[src/rtl/medida_serial_rx.sv]
// medida_serial_rx: receiving end of the measurement serial link.
// Takes UART characters (1 start, 7 data LSB first, even parity, 2 stop bits)
// and parses frames of three ASCII digits followed by '#' into 12-bit BCD.
//
// Ports:
//   clock          system clock, rising edge
//   reset          synchronous, active-high
//   entrada_serial asynchronous serial line, idles high
//   medida         last good frame: [11:8] hundreds, [7:4] tens, [3:0] units
//   pronto         one-cycle pulse when medida is updated
//   erro           one-cycle pulse on a character or frame error
//   db_estado      receiver state code for debug display
module medida_serial_rx #(
  parameter int unsigned CLKS_PER_BIT = 434
) (
  input  logic        clock,
  input  logic        reset,
  input  logic        entrada_serial,
  output logic [11:0] medida,
  output logic        pronto,
  output logic        erro,
  output logic [3:0]  db_estado
);

  localparam int unsigned CNT_W = $clog2(CLKS_PER_BIT);
  localparam logic [CNT_W-1:0] CNT_BIT  = CNT_W'(CLKS_PER_BIT - 1);
  localparam logic [CNT_W-1:0] CNT_HALF = CNT_W'(CLKS_PER_BIT / 2 - 1);

  typedef enum logic [3:0] {
    OCIOSO   = 4'h0,
    INICIO   = 4'h1,
    DADOS    = 4'h2,
    PARIDADE = 4'h3,
    PARADA   = 4'h4,
    CHAR     = 4'h5,
    ESPERA   = 4'h6,
    ERRO_RX  = 4'hE
  } estado_t;

  estado_t          estado;
  logic             sync_a, sync_b;
  logic [CNT_W-1:0] cnt_clk;
  logic [2:0]       cnt_bit;
  logic [6:0]       dado;
  logic             paridade;
  logic [1:0]       posicao;
  logic [3:0]       centena, dezena, unidade;
  logic             eh_digito;

  // Synchroniser resets to the idle level so reset never looks like a start bit.
  always_ff @(posedge clock) begin
    if (reset) begin
      sync_a <= 1'b1;
      sync_b <= 1'b1;
    end else begin
      sync_a <= entrada_serial;
      sync_b <= sync_a;
    end
  end

  always_comb begin
    eh_digito = (dado >= 7'h30) && (dado <= 7'h39);
  end

  assign db_estado = estado;

  always_ff @(posedge clock) begin
    if (reset) begin
      estado   <= OCIOSO;
      cnt_clk  <= '0;
      cnt_bit  <= '0;
      dado     <= '0;
      paridade <= 1'b0;
      posicao  <= '0;
      centena  <= '0;
      dezena   <= '0;
      unidade  <= '0;
      medida   <= '0;
      pronto   <= 1'b0;
      erro     <= 1'b0;
    end else begin
      pronto <= 1'b0;
      erro   <= 1'b0;
      case (estado)
        OCIOSO: begin
          cnt_clk <= '0;
          cnt_bit <= '0;
          if (!sync_b) estado <= INICIO;
        end
        INICIO: begin
          if (cnt_clk == CNT_HALF) begin
            cnt_clk <= '0;
            cnt_bit <= '0;
            estado  <= sync_b ? OCIOSO : DADOS;
          end else begin
            cnt_clk <= cnt_clk + 1'b1;
          end
        end
        DADOS: begin
          if (cnt_clk == CNT_BIT) begin
            cnt_clk <= '0;
            dado    <= {sync_b, dado[6:1]};
            cnt_bit <= cnt_bit + 1'b1;
            if (cnt_bit == 3'd6) estado <= PARIDADE;
          end else begin
            cnt_clk <= cnt_clk + 1'b1;
          end
        end
        PARIDADE: begin
          if (cnt_clk == CNT_BIT) begin
            cnt_clk  <= '0;
            paridade <= sync_b;
            estado   <= PARADA;
          end else begin
            cnt_clk <= cnt_clk + 1'b1;
          end
        end
        PARADA: begin
          if (cnt_clk == CNT_BIT) begin
            cnt_clk <= '0;
            // framing error or odd overall parity
            if (!sync_b || ((^dado) ^ paridade)) estado <= ERRO_RX;
            else                                  estado <= CHAR;
          end else begin
            cnt_clk <= cnt_clk + 1'b1;
          end
        end
        CHAR: begin
          estado <= ESPERA;
          if (posicao == 2'd3) begin
            posicao <= '0;
            if (dado == 7'h23) begin
              medida <= {centena, dezena, unidade};
              pronto <= 1'b1;
            end else begin
              erro <= 1'b1;
            end
          end else if (eh_digito) begin
            case (posicao)
              2'd0:    centena <= dado[3:0];
              2'd1:    dezena  <= dado[3:0];
              default: unidade <= dado[3:0];
            endcase
            posicao <= posicao + 2'd1;
          end else begin
            erro    <= 1'b1;
            posicao <= '0;
          end
        end
        ERRO_RX: begin
          erro    <= 1'b1;
          posicao <= '0;
          estado  <= ESPERA;
        end
        ESPERA: begin
          if (sync_b) estado <= OCIOSO;
        end
        default: estado <= OCIOSO;
      endcase
    end
  end

endmodule

[config.mk]
export PLATFORM = sky130hd
export DESIGN_NAME = medida_serial_rx
export DESIGN_NICKNAME = d
export VERILOG_FILES = /design/src/rtl/medida_serial_rx.sv
export SDC_FILE = /design/constraint.sdc
export NUM_CORES = 1
export LEC_CHECK = 0
export BUFFER_PORTS_ARGS = -buffer_cell sky130_fd_sc_hd__buf_2
export CORE_ASPECT_RATIO = 1.75
export CORE_MARGIN = 2
export CORE_UTILIZATION = 64
export DETAILED_ROUTE_END_ITERATION = 8
export MAX_ROUTING_LAYER = met4
export PLACE_DENSITY = 0.9
export SLEW_MARGIN = 10
export SYNTH_ARGS = -nofsm -noshare
export SYNTH_HDL_FRONTEND = slang
export SYNTH_SLANG_ARGS = --single-unit
[constraint.sdc]
create_clock -name clock -period 3.8 [get_ports clock]
set_clock_uncertainty 0.05 [all_clocks]
set_input_delay 0.19 -clock clock [delete_from_list [all_inputs] [get_ports clock]]
set_output_delay 0.19 -clock clock [all_outputs]
set_load 0.01 [all_outputs]
======== Word level (Yosys, flattened, before mapping) ========
Index checks and enable logic that the tools add are counted.
storage, ports and cells
  flip-flop bits (word level) ............. 54
  bits of input ports ..................... 3
  output and inout bits ................... 18
  logic and storage cells ................. 88
cells by class
  add/subtract/negate cells ............... 3
  order comparisons ....................... 2
  equal/unequal tests ..................... 20
  mux-type cells .......................... 24
  bitwise gates (word level) .............. 4
  reduce and logical (&&, ||, !) cells .... 21
operators by type and width
  operator             count
  $mux 4               8
  $pmux 4 s7           1
  $pmux 9 s3           1
  $mux 9               2
  $ne 2x2->1 const B   7
  $eq 4x3->1 const B   3
  $reduce_and 4->1     3
  $add 9x1->9 const B  1
  $eq 9x8->1 const B   1
  $eq 9x9->1 const B   1
  $pmux 3 s3           1
  $eq 4x2->1 const B   2
  $eq 7x6->1 const B   1
  $ge 7x6->1 const B   1
  $le 7x6->1 const B   1
  $reduce_and 7->1     1
  $reduce_xor 7->1     1
  $mux 2               3
  $mux 3               2
  $reduce_and 3->1     2
  $reduce_bool 3->1    2
  $reduce_or 3->1      2
  $eq 4x1->1 const B   1
  $eq 4x4->1 const B   1
  18 further kinds     25

======== Logic depth before layout (Yosys ltp) ========
  word-level depth ........................ 6
  mapped depth ............................ 9

======== Worst setup path after synthesis ========
OpenSTA, ideal clock, no wires.
  path type ............................... reg-to-reg
  start ................................... register dado[2]
  end ..................................... register erro
  data arrival time ....................... 1.781 ns
  path slack .............................. 1.899 ns
  cell stages (with the launch flop) ...... 8
  path buffers ............................ 0
  clock period less this slack ............ 1.901 ns
  cells stage by stage .................... dfxtp_1 -> inv_1 -> ha_1 -> and2_1 -> o21ai_0 -> a211oi_1 -> or3_1 -> a21oi_1
between the ends
  longest elaborated chain between the ends .. 5
  elaborated cells on any way between the ends .. 8
RTL lines
  what                                             line  text
  start: declaration                               44    logic [6:0] dado;
  start signal: assignment                         102   dado <= {sync_b, dado[6:1]};
  $ge 7x6->1 / $le 7x6->1 (equally long branches)  62    eh_digito = (dado >= 7'h30) && (dado <= 7'h39);
  $logic_and 1x1->1                                62
  $mux 1                                           138   end else if (eh_digito) begin
  $mux 1 (*)                                       130   if (posicao == 2'd3) begin
  $pmux 1 s2 (*)                                   84    case (estado)
  end signal: assignment                           83    erro <= 1'b0;
  end signal: assignment                           136   erro <= 1'b1;
  end signal: assignment                           146   erro <= 1'b1;
  end: declaration                                 21    output logic erro,
Every way passes the cells marked *; elsewhere a longest branch is shown, timed or not.
A chain may end at the register's enable or synchronous reset.

======== Worst setup path after layout ========
  start ................................... register estado[2] (netlist: db_estado[2])
  end ..................................... register medida[4]
between the ends
  longest elaborated chain between the ends .. 2
RTL lines
  what                               line  text
  start: declaration                 40    estado_t estado;
  start signal: assignment           94    estado <= sync_b ? OCIOSO : DADOS;
  $eq 4x3->1                         84
  $reduce_and 3->1 (no source line)  n/a
  end signal: assignment             133   medida <= {centena, dezena, unidade};
  end: declaration                   19    output logic [11:0] medida,
No other way between the ends.

==> reports/summary.log <==
INFO  drt            postRouteAntennaNets=0
INFO  critical_path  reg2reg_path_depth=4
INFO  sta            count_of_endpoints_failing_setup_in_the_final_report=0
INFO  global_routing grt_max_degree=58
INFO  finish         fillCellCount=321
INFO  die            io-pin-count=21
INFO  die            width_of_the_die=53.6um
INFO  finish         layout.nets=330
INFO  finish         multiInputGateArea=1520squm
INFO  finish         synthToLayoutAreaGrowth=6.45%
INFO  place          gp_congestion=0.874
INFO  sta            max_clock_freq=0.379GHz
INFO  status         status=finished clean
INFO  place          io_buffer_count=20
INFO  critical_path  critical_path.reg2reg.endpoint=medida[4]
INFO  logic_synthesis yosys_most_used_dff=dfxtp_1
INFO  critical_path  critical_path.cell_chain=nand4bb_1, nor4_4, mux2i_1, nor2_1
INFO  logic_synthesis proportion_of_synthesized_chip_area_in_sequential_cells=39.2%
INFO  sta            final.period_utilization=69.4%
INFO  critical_path  cp_slowest_stage_delay=0.97ns
INFO  sta            timing.final.hold_violations=0
INFO  logic_synthesis synthCells=299
INFO  power_and_ir_drop p_leak=1.11nW
INFO  die            initial_utilization=66.4%
INFO  die            core_area=4150squm
INFO  flow_run       drv_cap=0
INFO  die            die_outline_area=4870squm
INFO  critical_path  setup.worst_path.class=flop to flop
INFO  drt            firstDrtPassIters=4
INFO  sta            tightest_pin_transition=0.974ns
INFO  critical_path  critical_path_required=3.92ns
INFO  die            rows=31
INFO  critical_path  ff2ff_setup_slack=1.16ns
INFO  drt            detail_route.iter0.violations=53
INFO  critical_path  cp_data_arrival_time=2.76ns
INFO  global_routing grt_pass1_vias=1993
INFO  finish         utilization_after_layout=70.7%
INFO  critical_path  worst_setup_path_start_kind=flop
INFO  global_routing global_route.usage.total=24.6%
INFO  cts            post-cts-setup-buffers=0
INFO  logic_synthesis count_of_distinct_cell_types_in_the_synthesized_netlist=55
INFO  power_and_ir_drop power_density=342nW/um^2
INFO  cts            clock_tree.root_cell=clkbuf_8
INFO  drt            route.detailed.wl_per_inst=14.9um
INFO  cts            tritoncts_clock_tree=done
INFO  power_and_ir_drop worst_ir_drop_vdd=0.000335V
INFO  logic_synthesis yosys-top-cells-area=dfxtp_1, mux2i_1, ha_1
INFO  min_path       hold-path-cell-count=1
INFO  sta            worst_case_headroom_to_the_max_slew_limit=34.6%
INFO  logic_synthesis synthTopCellsByCount=dfxtp_1, nor2_1, mux2i_1, nand2_1, a21oi_1
INFO  logic_synthesis synth_top_area_share=39.2%
INFO  drt            num_vias=2167
INFO  logic_synthesis syn-cell-area=2760squm
INFO  global_routing gr-total-overflow=0
INFO  cts            numClockSinks=54
INFO  logic_synthesis yosys_warnings=0
INFO  min_path       hold_path_class=flop to flop
INFO  critical_path  setup.worst_path.start=db_estado[2]
INFO  drt            total_detailed_routing_wirelength=5380um
INFO  sta            aggregate_negative_setup_slack=0ns
INFO  finish         seq_area=1080squm
INFO  cts            cts_max_level=2
INFO  global_routing grt_first_pass_wirelength=8830um
INFO  finish         insertedDiodeCount=0
INFO  cts            clk_path_buf_depth=2
INFO  critical_path  critical_path.slowest_cell=nor4_4
INFO  logic_synthesis mappedNetlistNets=318
INFO  sta            setup_repair_after_global_routing_missed_its_margin=false
INFO  logic_synthesis postSynthRegisterBits=54
INFO  sta            finalWorstPathRequiredPeriod=2.64ns
INFO  logic_synthesis synthDominantAreaCellType=dfxtp_1
INFO  global_routing grt_antenna_before_repair=0
INFO  drt            route.detailed.vias_per_inst=6.00
INFO  logic_synthesis syn_area_per_cell=9.22squm
INFO  cts            post_cts_resized=0
INFO  place          detailed_place_hpwl=3810um
INFO  logic_synthesis synth_most_common_cell=dfxtp_1
INFO  critical_path  worstSetupEndpoint=medida[4]
INFO  logic_synthesis ys_async_sr_fraction=0%
INFO  cts            insertion_delay=0.31ns
INFO  critical_path  timing.critical_path.fanout_max=16
INFO  critical_path  regToRegStartpoint=db_estado[2]
INFO  logic_synthesis synth_edf_count=0
INFO  cts            cts.reportedPaths.clkPinSlew=0.11ns
INFO  sta            final_max_slew_viol_count=0
INFO  critical_path  endpoint_kind=flop
INFO  drt            post-route-drc-count=0
INFO  cts            cts_buffers=5
INFO  die            die_h=90.8um
INFO  finish         drive_gt1_share=11.9%
sequential cells by signal, summed over array words and instances, names as in the netlist:
name	count
medida	12
dado	7
posicao	2
sync_b	1
unidade	4
erro	1
sync_a	1
centena	4
cnt_bit	3
paridade	1
pronto	1
dezena	4
db_estado	4
cnt_clk	9
how the worst min path moves through the flow:
stage,start,to,slack (ns)
after floorplan,entrada_serial,sync_a,0.24
after CTS,entrada_serial,sync_a,0.003
after global routing,sync_a,sync_b,0.38
after global placement,entrada_serial,sync_a,0.32
final,sync_a,sync_b,0.37
after detailed placement,entrada_serial,sync_a,0.33
power breakdown:
group	total, W	switching, W	internal (W)
Sequential	0.000584	0.0000130	0.000571
Clock	0.000343	0.000206	0.000137
Combinational	0.0000759	0.0000486	0.0000272
kinds of logic after synthesis:
logic type      Yosys count  share of synthesized area [%]
compound gates           60                           16.8
buf+inv                  33                           5.76
fa+ha+maj                16                           7.26
xor+xnor                  3                           1.45
simple gates            108                           20.4
mux                      25                           9.08
flops                    54                           39.2
cells in the final DEF (no fill, tap or decap), types with 2 or more instances in the layout:
master     count
dfxtp_1       54
nor3b_1        5
buf_2         20
ha_1          16
a311oi_1       7
nor2_1        34
a22o_1         2
nand4bb_1      2
a21o_1         2
clkinv_4       2
a31oi_1        4
inv_1         16
a211oi_1       3
nand3_1       16
nor2b_1        3
nor3_1         3
nand3b_1       2
o21a_1         4
o2111ai_1      2
or2_2          3
nand2_1       23
nand2b_1       5
a21oi_1       17
a41oi_1        3
or3_1          2
o21ai_0        2
mux2i_1       25
clkbuf_8       5
o211ai_1       2
critical path, delay by kind of cell (launching register included):
family	cells	cell delay, ns
and+or+nand+nor	3	1.50
DFF	1	0.66
muxes	1	0.29
timing repair:
action                                  4_1_cts  5_1_grt
hold buffers                                  0        1
endpoints found under the hold margin         0        1
endpoints found under the setup margin        0        0
layout make-up:
| cell class | count | share of cell area (%) |
|---|---|---|
| clock buffers | 5 | 2.35 |
| clock inverters | 3 | 0.981 |
| inverters | 16 | 2.05 |
| multi-input cells | 212 | 51.7 |
| flip-flops and latches | 54 | 36.8 |
| well taps | 49 | 2.09 |
| repair buffers | 22 | 4.01 |
layer usage:
metal	wire, um	up-vias	track usage [%]
li1	-	1090	-
met1	2120	1018	24.3
met4	177	0	11.8
met2	2940	43	43.7
met3	150	16	4.30
met5	0	-	-
per-stage QoR:
stage	cells	worst slack, ns	hold slack [ns]	power (W)	area [sq um]
2_1_floorplan	299	1.90	0.244	0.000657	2760
3_3_place_gp	352	1.32	0.324	0.000669	2830
3_5_place_dp	352	1.21	0.329	0.000671	2830
4_1_cts	360	1.20	0.00250	0.00100	2920
5_1_grt	361	1.04	0.376	0.00104	2930
6_report	361	1.16	0.370	0.00100	2930
(Power assumes the default switching activity.)
